--- config.mk ---
export PLATFORM = sky130hd
export DESIGN_NAME = lvds_tx_pixel_packer_flat
export DESIGN_NICKNAME = d
export VERILOG_FILES = /design/src/rtl/lvds_tx_pixel_packer_if.sv /design/src/rtl/lvds_tx_pixel_packer.sv /design/src/flat_wrapper.sv
export SDC_FILE = /design/constraint.sdc
export NUM_CORES = 1
export LEC_CHECK = 0
export ABC_AREA = 1
export BUFFER_PORTS_ARGS = -buffer_cell sky130_fd_sc_hd__buf_2
export CAP_MARGIN = 40
export CORE_MARGIN = 3
export CORE_UTILIZATION = 45
export CTS_CLUSTER_DIAMETER = 200
export CTS_CLUSTER_SIZE = 14
export DETAILED_ROUTE_END_ITERATION = 16
export PLACE_DENSITY = 0.79
export SYNTH_ARGS = -nofsm -noshare
export SYNTH_HDL_FRONTEND = slang
export SYNTH_SLANG_ARGS = --single-unit
--- constraint.sdc ---
create_clock -name I_clk_1x -period 3.5 [get_ports I_clk_1x]
set_input_delay 0.175 -clock I_clk_1x [delete_from_list [all_inputs] [get_ports I_clk_1x]]
set_output_delay 0.175 -clock I_clk_1x [all_outputs]
set_load 0.005 [all_outputs]
--- src/rtl/lvds_tx_pixel_packer_if.sv ---
// Pixel-in / word-pair-out bundle for lvds_tx_pixel_packer.
// The master drives pixels and the downstream ready; the slave is the packer.
interface lvds_tx_pixel_packer_if;
  logic [23:0] I_pix_data;
  logic        I_hs;
  logic        I_vs;
  logic        I_de;
  logic        I_valid;
  logic        O_ready;
  logic [27:0] O_lvds_a_data;
  logic [27:0] O_lvds_b_data;
  logic        O_word_valid;
  logic        I_word_ready;

  modport master (
    output I_pix_data, I_hs, I_vs, I_de, I_valid, I_word_ready,
    input  O_ready, O_lvds_a_data, O_lvds_b_data, O_word_valid
  );

  modport slave (
    input  I_pix_data, I_hs, I_vs, I_de, I_valid, I_word_ready,
    output O_ready, O_lvds_a_data, O_lvds_b_data, O_word_valid
  );
endinterface

--- src/rtl/lvds_tx_pixel_packer.sv ---
// Pairs incoming pixels into dual-channel 4x7-bit LVDS lane words (VESA or JEIDA).
// Optional macro LVDS_TX_BIST_EN adds I_bist_en and a counter test pattern.
module lvds_tx_pixel_packer #(
  parameter int MAP_JEIDA = 0,
  parameter int SWAP_AB   = 0
) (
  input  logic I_clk_1x,
  input  logic I_rst_n,
`ifdef LVDS_TX_BIST_EN
  input  logic I_bist_en,
`endif
  lvds_tx_pixel_packer_if.slave bus,
  output logic O_pair_err
);

  typedef enum logic {EVEN, ODD} state_e;

  state_e      state_q, state_d;
  logic [23:0] held_pix_q;
  logic        held_hs_q, held_vs_q, held_de_q;
  logic [27:0] a_q, b_q, a_d, b_d;
  logic        word_valid_q, pair_err_q, run_q;
  logic        xfer, load, de_rise, err_d;
  logic [27:0] even_word, odd_word;
`ifdef LVDS_TX_BIST_EN
  logic [7:0]  bist_cnt_q;
`endif

  // Lane n occupies [7n+6:7n]; returns {lane3, lane2, lane1, lane0}.
  function automatic logic [27:0] map_pixel(input logic [23:0] pix,
                                            input logic hs, input logic vs,
                                            input logic de);
    logic [7:0] r, g, b;
    r = pix[23:16];
    g = pix[15:8];
    b = pix[7:0];
    if (MAP_JEIDA != 0)
      map_pixel = {1'b0, b[1:0], g[1:0], r[1:0],
                   de, vs, hs, b[7:4],
                   b[3:2], g[7:3],
                   g[2], r[7:2]};
    else
      map_pixel = {1'b0, b[7:6], g[7:6], r[7:6],
                   de, vs, hs, b[5:2],
                   b[1:0], g[5:1],
                   g[0], r[5:0]};
  endfunction

  // run_q keeps O_ready low until the first clock after reset release.
  assign bus.O_ready       = run_q & (~word_valid_q | bus.I_word_ready);
  assign xfer              = bus.I_valid & bus.O_ready;
  assign bus.O_lvds_a_data = a_q;
  assign bus.O_lvds_b_data = b_q;
  assign bus.O_word_valid  = word_valid_q;
  assign O_pair_err        = pair_err_q;

  assign even_word = map_pixel(held_pix_q, held_hs_q, held_vs_q, held_de_q);
  assign odd_word  = map_pixel(bus.I_pix_data, bus.I_hs, bus.I_vs, bus.I_de);

  // NOTE: every always_comb output gets a default before any branch, so no path can infer a latch.
  always_comb begin
    state_d = state_q;
    load    = 1'b0;
    de_rise = 1'b0;
    err_d   = 1'b0;
    a_d     = '0;
    b_d     = '0;
    unique case (state_q)
      EVEN: if (xfer) state_d = ODD;
      ODD: if (xfer) begin
        load = 1'b1;
        if (!held_de_q && bus.I_de) begin
          // Active video starts: flush the blank pixel alone, new pixel becomes even.
          de_rise = 1'b1;
          a_d     = even_word;
          b_d     = even_word;
        end else begin
          state_d = EVEN;
          err_d   = (held_de_q ^ bus.I_de) | (held_vs_q ^ bus.I_vs);
          if (SWAP_AB != 0) begin
            a_d = odd_word;
            b_d = even_word;
          end else begin
            a_d = even_word;
            b_d = odd_word;
          end
        end
      end
    endcase
`ifdef LVDS_TX_BIST_EN
    if (load && I_bist_en) begin
      a_d   = map_pixel({3{bist_cnt_q}}, 1'b0, 1'b0, 1'b1);
      b_d   = a_d;
      err_d = 1'b0;
    end
`endif
  end

  // NOTE: sequential state uses non-blocking assignments so all flops sample the same pre-edge values.
  always_ff @(posedge I_clk_1x or negedge I_rst_n) begin
    if (!I_rst_n) state_q <= EVEN;
    else          state_q <= state_d;
  end

  // NOTE: the held pixel is reset too, so a reset mid-pair leaves no stale data behind.
  always_ff @(posedge I_clk_1x or negedge I_rst_n) begin
    if (!I_rst_n) begin
      run_q        <= 1'b0;
      held_pix_q   <= '0;
      held_hs_q    <= 1'b0;
      held_vs_q    <= 1'b0;
      held_de_q    <= 1'b0;
      a_q          <= '0;
      b_q          <= '0;
      word_valid_q <= 1'b0;
      pair_err_q   <= 1'b0;
    end else begin
      run_q <= 1'b1;
      if (xfer && (state_q == EVEN || de_rise)) begin
        held_pix_q <= bus.I_pix_data;
        held_hs_q  <= bus.I_hs;
        held_vs_q  <= bus.I_vs;
        held_de_q  <= bus.I_de;
      end
      if (load) begin
        a_q          <= a_d;
        b_q          <= b_d;
        word_valid_q <= 1'b1;
      end else if (bus.I_word_ready) begin
        word_valid_q <= 1'b0;
      end
      if (err_d) pair_err_q <= 1'b1;
    end
  end

`ifdef LVDS_TX_BIST_EN
  always_ff @(posedge I_clk_1x or negedge I_rst_n) begin
    if (!I_rst_n)                bist_cnt_q <= '0;
    else if (load && I_bist_en)  bist_cnt_q <= bist_cnt_q + 8'd1;
  end
`endif

endmodule

--- src/flat_wrapper.sv ---
// flat-port wrapper written by rule: the top's interface ports become plain ports
module lvds_tx_pixel_packer_flat 
#(
  parameter int MAP_JEIDA = 0,
  parameter int SWAP_AB   = 0
)
  (I_clk_1x, I_rst_n, O_pair_err, bus_I_pix_data, bus_I_hs, bus_I_vs, bus_I_de, bus_I_valid, bus_I_word_ready, bus_O_ready, bus_O_lvds_a_data, bus_O_lvds_b_data, bus_O_word_valid);
  lvds_tx_pixel_packer_if bus_i ();
  input  logic I_clk_1x;
  input  logic I_rst_n;
  output logic O_pair_err;
  input wire logic [$bits(bus_i.I_pix_data)-1:0] bus_I_pix_data;
  input wire logic [$bits(bus_i.I_hs)-1:0] bus_I_hs;
  input wire logic [$bits(bus_i.I_vs)-1:0] bus_I_vs;
  input wire logic [$bits(bus_i.I_de)-1:0] bus_I_de;
  input wire logic [$bits(bus_i.I_valid)-1:0] bus_I_valid;
  input wire logic [$bits(bus_i.I_word_ready)-1:0] bus_I_word_ready;
  output wire logic [$bits(bus_i.O_ready)-1:0] bus_O_ready;
  output wire logic [$bits(bus_i.O_lvds_a_data)-1:0] bus_O_lvds_a_data;
  output wire logic [$bits(bus_i.O_lvds_b_data)-1:0] bus_O_lvds_b_data;
  output wire logic [$bits(bus_i.O_word_valid)-1:0] bus_O_word_valid;
  assign bus_i.I_pix_data = bus_I_pix_data;
  assign bus_i.I_hs = bus_I_hs;
  assign bus_i.I_vs = bus_I_vs;
  assign bus_i.I_de = bus_I_de;
  assign bus_i.I_valid = bus_I_valid;
  assign bus_i.I_word_ready = bus_I_word_ready;
  assign bus_O_ready = bus_i.O_ready;
  assign bus_O_lvds_a_data = bus_i.O_lvds_a_data;
  assign bus_O_lvds_b_data = bus_i.O_lvds_b_data;
  assign bus_O_word_valid = bus_i.O_word_valid;
  lvds_tx_pixel_packer #(.MAP_JEIDA(MAP_JEIDA), .SWAP_AB(SWAP_AB)) u_core (.I_clk_1x(I_clk_1x), .I_rst_n(I_rst_n), .bus(bus_i), .O_pair_err(O_pair_err));
endmodule
Word level (Yosys, flattened, before mapping) --
Index checks and enable logic that the tools add are counted.
Cells by class: mux-type cells 17, bitwise operators 8, reductions and logical operators 5
Operators by type and width (count):
- 2-to-1 mux 27 bit | 3
- 2-to-1 mux 28 bit | 2
- 2-to-1 mux 1 bit | 11
- AND 1 bit | 2
- logical AND 1 bit | 2
- inverter 1 bit | 2
- OR 1 bit | 2
- case mux 1 bit (2 select lines) | 1
- nonzero test 2 bit | 1
- bitwise XOR 1 bit | 2
- zero test 1 bit | 1
- logical OR 1 bit | 1
Word-level totals: register bits 87, input port bits 31, word-level logic and storage cells 40

Depth between registers and ports, before layout --
Gate-level depths: netlist of run 1.
depth in word-level cells 8, depth in mapped cells 9, depth with buffers taken out 7

Worst setup path before layout of run 1 --
No wires, ideal clock.
path type reg2reg, from register u_core.held_de_q, to register u_core.held_de_q, library setup time 0.117 ns, data arrival time 1.341 ns, setup slack 2.042 ns, cell stages (with the launch flop) 10, period minus slack after synthesis 1.458 ns, cells stage by stage dfrtp_1 -> inv_1 -> ha_1 -> buf_4 -> inv_2 -> nand2_2 -> buf_4 -> buf_2 -> nand4_1 -> nand2_1
Between the ends: cells in the longest elaborated chain, start to end 7
Ends and longest elaborated chain:
- start: declaration | RTL line lvds_tx_pixel_packer.sv:20 | logic held_hs_q, held_vs_q, held_de_q;
- start signal: assignment | RTL line lvds_tx_pixel_packer.sv:123 | held_de_q <= bus.I_de;
- zero test 1 bit | RTL line lvds_tx_pixel_packer.sv:72 | if (!held_de_q && bus.I_de) begin
- logical AND 1 bit | RTL line lvds_tx_pixel_packer.sv:72
- 2-to-1 mux 1 bit | RTL line lvds_tx_pixel_packer.sv:72
- 2-to-1 mux 1 bit | RTL line lvds_tx_pixel_packer.sv:70 | ODD: if (xfer) begin
- 2-to-1 mux 1 bit | RTL line lvds_tx_pixel_packer.sv:68 | unique case (state_q)
- logical OR 1 bit | RTL line lvds_tx_pixel_packer.sv:119 | if (xfer && (state_q == EVEN || de_rise)) begin
- logical AND 1 bit | RTL line lvds_tx_pixel_packer.sv:119
No other way between the ends. A chain may end at the register's enable or synchronous reset.

Final worst setup path of run 1 --
from register u_core.held_de_q, to register u_core.held_pix_q[4]
Between the ends: cells in the longest elaborated chain, start to end 7
Ends and longest elaborated chain:
- zero test 1 bit | RTL line lvds_tx_pixel_packer.sv:72
- logical AND 1 bit | RTL line lvds_tx_pixel_packer.sv:72
- 2-to-1 mux 1 bit | RTL line lvds_tx_pixel_packer.sv:72
- 2-to-1 mux 1 bit | RTL line lvds_tx_pixel_packer.sv:70
- 2-to-1 mux 1 bit | RTL line lvds_tx_pixel_packer.sv:68
- logical OR 1 bit | RTL line lvds_tx_pixel_packer.sv:119
- logical AND 1 bit | RTL line lvds_tx_pixel_packer.sv:119
- end signal: assignment | RTL line lvds_tx_pixel_packer.sv:120 | held_pix_q <= bus.I_pix_data;
- end: declaration | RTL line lvds_tx_pixel_packer.sv:19 | logic [23:0] held_pix_q;
No other way between the ends.

==> results of run 1 <==
==> worst paths after layout <==
| check | endpoint | slack (ps) | cells past startpoint |
|---|---|---|---|
| setup / recovery | u_core.held_pix_q[4] | 1300 | 7 |
| hold / removal | u_core.held_pix_q[6] | 100 | 3 |
| setup reg to reg | u_core.held_pix_q[4] | 1300 | 7 |
| hold reg to reg | u_core.O_pair_err | 470 | 2 |
| max in group asynchronous | u_core.bus.O_lvds_b_data[16] | 2680 | 3 |
| min in group asynchronous | u_core.bus.O_lvds_a_data[0] | 230 | 2 |
==> timing repair <==
| item | in CTS | in global routing |
|---|---|---|
| hold endpoints to repair | 17 | 0 |
| hold buffers | 1 | 0 |
| resized for setup | 0 | 0 |
| endpoints found under the setup margin | 0 | 0 |
==> cell type report <==
class / count / area share [%]
clock buffers: 12 / 3.485
clock inverters: 4 / 1.574
inverters: 7 / 0.5902
multi-input cells: 341 / 32.07
flip-flops and latches: 85 / 47.78
well taps: 102 / 2.867
repair buffers: 92 / 11.64
==> registers in the layout, summed over array words and instances (netlist names) <==
| signal | flops |
|---|---|
| u_core.bus.O_lvds_b_data | 27 |
| u_core.run_q | 1 |
| u_core.held_vs_q | 1 |
| u_core.held_de_q | 1 |
| u_core.bus.O_lvds_a_data | 27 |
| u_core.bus.O_word_valid | 1 |
| u_core.state_q | 1 |
| u_core.held_hs_q | 1 |
| u_core.held_pix_q | 24 |
| u_core.O_pair_err | 1 |
==> Yosys cell counts <==
cell / number
a21oi_4: 1
buf_1: 2
buf_2: 12
buf_4: 7
buf_6: 4
clkbuf_1: 2
conb_1: 2
dfrtp_1: 85
ha_1: 2
inv_1: 5
inv_2: 2
nand2_1: 298
nand2_2: 2
nand3_1: 1
nand3_2: 1
nand4_1: 27
nand4_2: 1
nand4_4: 1
nor2_1: 1
nor2_4: 1
o21ai_0: 1
or2_2: 1
==> worst register-to-register path, stage by stage (launching register included) <==
cell     delay, ps
dfrtp_1        420
inv_1           70
ha_1           170
inv_2          190
nand2_2        490
nand4_4        480
nand2_1        190
nand2_1         80
==> cell families after synthesis <==
| logic type | after synthesis |
|---|---|
| compound gates | 2 |
| fa+ha+maj | 2 |
| buf+inv | 34 |
| flops | 85 |
| other cells | 2 |
| simple gates | 334 |
==> where the power goes <==
part | total, W | switching [W] | internal, W
clock network | 0.000768 | 0.000329 | 0.000439
logic | 0.00101 | 0.000564 | 0.000447
registers | 0.00165 | 0.000257 | 0.00139
==> cell usage in the layout (no fill, tap or decap), drive strengths merged <==
cell type      n
nand2        300
buf           91
dfrtp         85
nand4         29
clkbuf        12
inv            7
conb           3
ha             2
bufinv         2
clkinv         2
nand3          2
nor2           2
a21oi          1
o21ai          1
or2            1
dlygate4sd3    1
==> stage by stage <==
step                      total power (W)  worst slack, ps
after CTS                        0.003475             1283
after global routing             0.003699             1096
after floorplan                  0.002198             2042
final                            0.003428             1303
after global placement           0.002642             1382
after detailed placement         0.002693             1279
==> metal layers <==
layer	vias up	wire length, um
met1	1492	3845
met4	0	172
met5	-	0
met2	91	4069
met3	13	509
li1	1570	-
==> impl_metrics.csv, run 1 <==
group,metric,value,unit
cells_and_area,multiInputGateArea,0.001428,mm2
critical_path,crit_buf_inv,2,
global_routing,grt_busiest_layer,"met2",
sta,maxSlewViolCount,0,
cells_and_area,n_fill_cell,735,
die,coreArea,0.007888,mm2
sta,fmax,455.2,MHz
logic_synthesis,synth_xor_area_share,0,%
logic_synthesis,synth_compound_area_share,0.5672,%
cells_and_area,regArea,0.002127,mm2
logic_synthesis,synth_area_leader_cell,"dfrtp_1",
logic_synthesis,yosysSeqAreaShare,56.72,%
global_routing,grt_overflow_total,0,
die,initial_core_util,47.54,%
drt,drt-pass1-iter-count,4,
critical_path,cp-start-kind,"register",
global_routing,antenna_found_initial,0,
drt,ant_nets,0,
drt,drtIter0Drc,195,
critical_path,cp-end-kind,"register",
placed_design,portBuffers,87,
drt,drc,0,
logic_synthesis,avgSynthCellArea,8.170,um2
clock_network,cts.sinks,85,
logic_synthesis,yosysTopAreaCellShare,56.72,%
sta,finalSetupViolations,0,
clock_network,cts_buffers,9,
cells_and_area,fin_cells,643,
die,fp.dieW,97.29,um
die,dieArea,0.009464,mm2
logic_synthesis,synth_area,0.003750,mm2
sta,hold_ws,97.90,ps
worst_hold_path,hold_start,"bus_I_pix_data[6]",
critical_path,path_cells,"inv_1 > ha_1 > inv_2 > nand2_2 > nand4_4 > nand2_1 > nand2_1",
sta,worst_clock_skew,6.258,ps
drt,vias,3166,
cells_and_area,synthToLayoutAreaGrowth,18.72,%
placed_design,gp_congestion,0.7893,
cells_and_area,n_antenna_cell,0,
power,p_per_area,770.0,mW/mm2
clock_network,cts.clk_slew.worst_paths,80,ps
placed_design,hpwl,5945,um
cells_and_area,final_nets,569,
global_routing,met2_usage,30.25,%
sta,fin_crit,2197,ps
logic_synthesis,synthSimpleGateAreaFrac,36.54,%
sta,tightest_slew,710.9,ps
sta,finalCritPeriodShare,62.77,%
logic_synthesis,synth_mux_area_share,0,%
die,io_pins,90,
cells_and_area,drive_above_1_share,21.44,%
logic_synthesis,synth_top_family_by_area,"simple AND/OR/NAND/NOR gates",
cells_and_area,final_util,56.44,%
clock_network,clock_latency,350,ps
clock_network,cts_tree,"yes",
sta,setup_tns,0,ps
global_routing,grt_max_degree,69,
logic_synthesis,synthAdderAreaFrac,0.6673,%
critical_path,cp_common_cell,"nand2_1",
clock_network,htreeDepth,3,
sta,hold_violations,0,
status,outcome,"complete, no violations",
placed_design,placedInstanceArea,0.004217,mm2
die,rows,32,
critical_path,cp_data_required_time,3730,ps
critical_path,critical_path.top_delay_family,"simple AND/OR/NAND/NOR gates",
logic_synthesis,yosys_warnings,0,
power,p_leak,2.612,nW
global_routing,grt_use_total,19.14,%
drt,routed_wl,8597,um
die,die_y,97.29,um
critical_path,slowest_delay,490,ps
logic_synthesis,synth_area_leaders,"dfrtp_1 57%, nand2_1 30%, nand4_1 4.5%",
global_routing,grt_pass1_wl,14830,um
power,max-vdd-ir-drop,0.3415,mV
sta,rsz0062_at_grt,"false",
logic_synthesis,netlist_instances,459,
global_routing,grt_use_met1,26.01,%
logic_synthesis,synth_seq_cells,85,
sta,maxSlewHeadroom,52.50,%
critical_path,cp-startpoint,"u_core.held_de_q",
critical_path,cp.arrival,2430,ps
drt,wire_per_inst,13.37,um
clock_network,clock_path_buffers,2,
critical_path,crit_type,"reg2reg",
placed_design,dp_cells,626,
critical_path,crit_slowest_cell,"nand2_2",
critical_path,cp_max_fo,29,
drt,vias_per_cell,4.924,
run,maxCapViolCount,0,
clock_network,postCtsSetupRepairBufs,0,
global_routing,first_global_vias,3101,
clock_network,clock-root-buffer,"clkbuf_8",
critical_path,r2r-start,"u_core.held_de_q",
global_routing,met3_usage,3.518,%
logic_synthesis,yosysUniqueCellTypes,22,
worst_hold_path,hold_class,"in2reg",
cells_and_area,fin_area,0.004452,mm2
No activity file was read; power rests on OpenSTA's default activity.
==> inputs of run 2 (changes only) <==
Settings changed: PLACE_DENSITY 0.79 to 0.82.
Clock period 3.5 ns to 2 ns, I/O delays scaled along.
==> run 2 against run 1 <==
Effect of this change: clock skew rose by 4.1 ps; hold slack worse by 77 ps; utilization decreased by 0.43 points; setup slack worse by 1200 ps; non-clock buffer count is 6 higher; register-to-register slack worse by 890 ps; die area did not move; via count rose by 2.5%; cell count is 0.93% higher; clock-buffer cell count fell by 1.
==> impl_metrics.csv, run 2 (same netlist as run 1, synthesis figures left out) <==
group,metric,value,unit
sta,maxSlewViolCount,0,
global_routing,antenna_found_initial,0,
sta,worst_clock_skew,10.34,ps
clock_network,cts_tree,"yes",
power,p_int,0.003744,W
sta,finalSetupViolations,0,
drt,ant_nets,0,
placed_design,gp_congestion,0.7663,
power,p_leak,2.605,nW
clock_network,clock_latency,350,ps
power,p_seq_share,49.8,%
cells_and_area,layout_common_cells,"298 x nand2_1, 86 x buf_2, 85 x dfrtp_1, 27 x nand4_1",
power,power,0.005791,W
sta,rsz0062_at_grt,"false",
clock_network,clock_path_buffers,2,
drt,drtIter0Drc,149,
drt,vias_per_cell,5.002,
drt,routed_wl,8877,um
critical_path,cp_max_fo,28,
sta,finalCritPeriodShare,93.71,%
global_routing,grt_use_total,19.95,%
die,rows,32,
drt,wire_per_inst,13.68,um
critical_path,cp-start-kind,"register",
sta,tightest_slew,782.3,ps
power,max-vdd-ir-drop,0.6121,mV
cells_and_area,mostFrequentLayoutCell,"nand2_1",
cells_and_area,final_util,56.01,%
global_routing,grt_max_degree,41,
critical_path,cp_data_required_time,1900,ps
critical_path,cp-end-kind,"primary output",
drt,vias,3246,
sta,fin_crit,1874,ps
cells_and_area,synthToLayoutAreaGrowth,17.82,%
clock_network,cts_resized,0,
worst_hold_path,hold_class,"in2reg",
power,switchingPower,0.002047,W
clock_network,cts.sinks,85,
placed_design,hpwl,6053,um
power,p_per_area,1311,mW/mm2
power,power_frac_clock,19.4,%
run,maxCapViolCount,0,
status,outcome,"complete, no violations",
sta,hold_ws,21.18,ps
sta,setup_tns,0,ps
global_routing,grt_pass1_wl,15590,um
placed_design,portBuffers,87,
die,initial_core_util,47.54,%
cells_and_area,n_antenna_cell,0,
drt,drt-pass1-iter-count,4,
clock_network,cts_buffers,9,
clock_network,cts.clk_slew.worst_paths,90,ps
global_routing,grt_overflow_total,0,
clock_network,htreeDepth,3,
sta,fmax,533.5,MHz
sta,maxSlewHeadroom,47.73,%
sta,hold_violations,0,
critical_path,cp.arrival,1770,ps
cells_and_area,n_fill_cell,729,
die,fp.dieW,97.29,um
cells_and_area,drive_above_1_share,22.49,%
die,die_y,97.29,um
drt,drc,0,
global_routing,first_global_vias,3305,
critical_path,crit_type,"reg2out",
die,io_pins,90,
cells_and_area,fin_cells,649,
die,dieArea,0.009464,mm2
power,swShare,35.35,%
die,coreArea,0.007888,mm2
clock_network,clock-root-buffer,"clkbuf_8",
power,comb_power_share,30.8,%
placed_design,dp_cells,632,
cells_and_area,final_nets,575,
## run 2: changes by cell type in the layout (fill, tap and decap cells not counted)
cell        previous run  this run
buf_4                  3        11
buf_16                 2         0
bufinv_16              2         0
clkbuf_1               1         0
clkinvlp_4             0         1
clkinv_4               0         2
## run 2: power groups by stage
stage,Clock [W],Sequential (W),Combinational (W)
after floorplan,0,0.00291,0.000940
after global placement,0,0.00289,0.00175
after detailed placement,0,0.00291,0.00181
after CTS,0.00115,0.00289,0.00182
after global routing,0.00122,0.00299,0.00207
final,0.00112,0.00289,0.00178
## run 2: critical path: stages, from the launching register on
cell     delay (ps)
dfrtp_1         480
inv_2            80
a21oi_4         610
buf_2           260
## run 2: what timing repair did
item	CTS	global route
hold buffers	1	0
buffers inserted	0	0
hold endpoints to repair	48	0
## run 2: per-layer routing
metal	up-vias	wire length [um]	track usage, %
met3	18	553	4.235
met5	-	0	0
met4	0	167	7.242
li1	1578	-	-
met1	1546	3939	25.61
met2	104	4216	33.44
## run 2: final cells by class
class,instances,area [um2],area share [%]
Multi-Input combinational cell,341,1428,32.31
Tap cell,102,127.6,2.889
Sequential cell,85,2127,48.14
Inverter,7,26.28,0.5947
Clock inverter,5,35.03,0.7930
Timing Repair Buffer,98,523.0,11.84
Clock buffer,11,151.4,3.427
## run 2: final timing paths
check	slack, ps	cells after the start	end	from
worst max-delay path	130	3	bus_O_ready	u_core.run_q
worst min-delay path	20	3	u_core.held_pix_q[8]	bus_I_pix_data[8]
worst max register to register	410	7	u_core.held_pix_q[8]	u_core.held_de_q
worst min register to register	470	2	u_core.O_pair_err	u_core.O_pair_err
max in group asynchronous	1150	3	u_core.bus.O_lvds_b_data[14]	I_rst_n
min in group asynchronous	130	2	u_core.bus.O_lvds_b_data[21]	I_rst_n
## run 2: stage by stage
step / setup WS [ps] / area (um2)
after global routing: 61.19 / 4418
after floorplan: 542.0 / 3754
final: 125.7 / 4418
after CTS: 156.2 / 4418
after global placement: 510.6 / 4222
after detailed placement: 404.5 / 4222
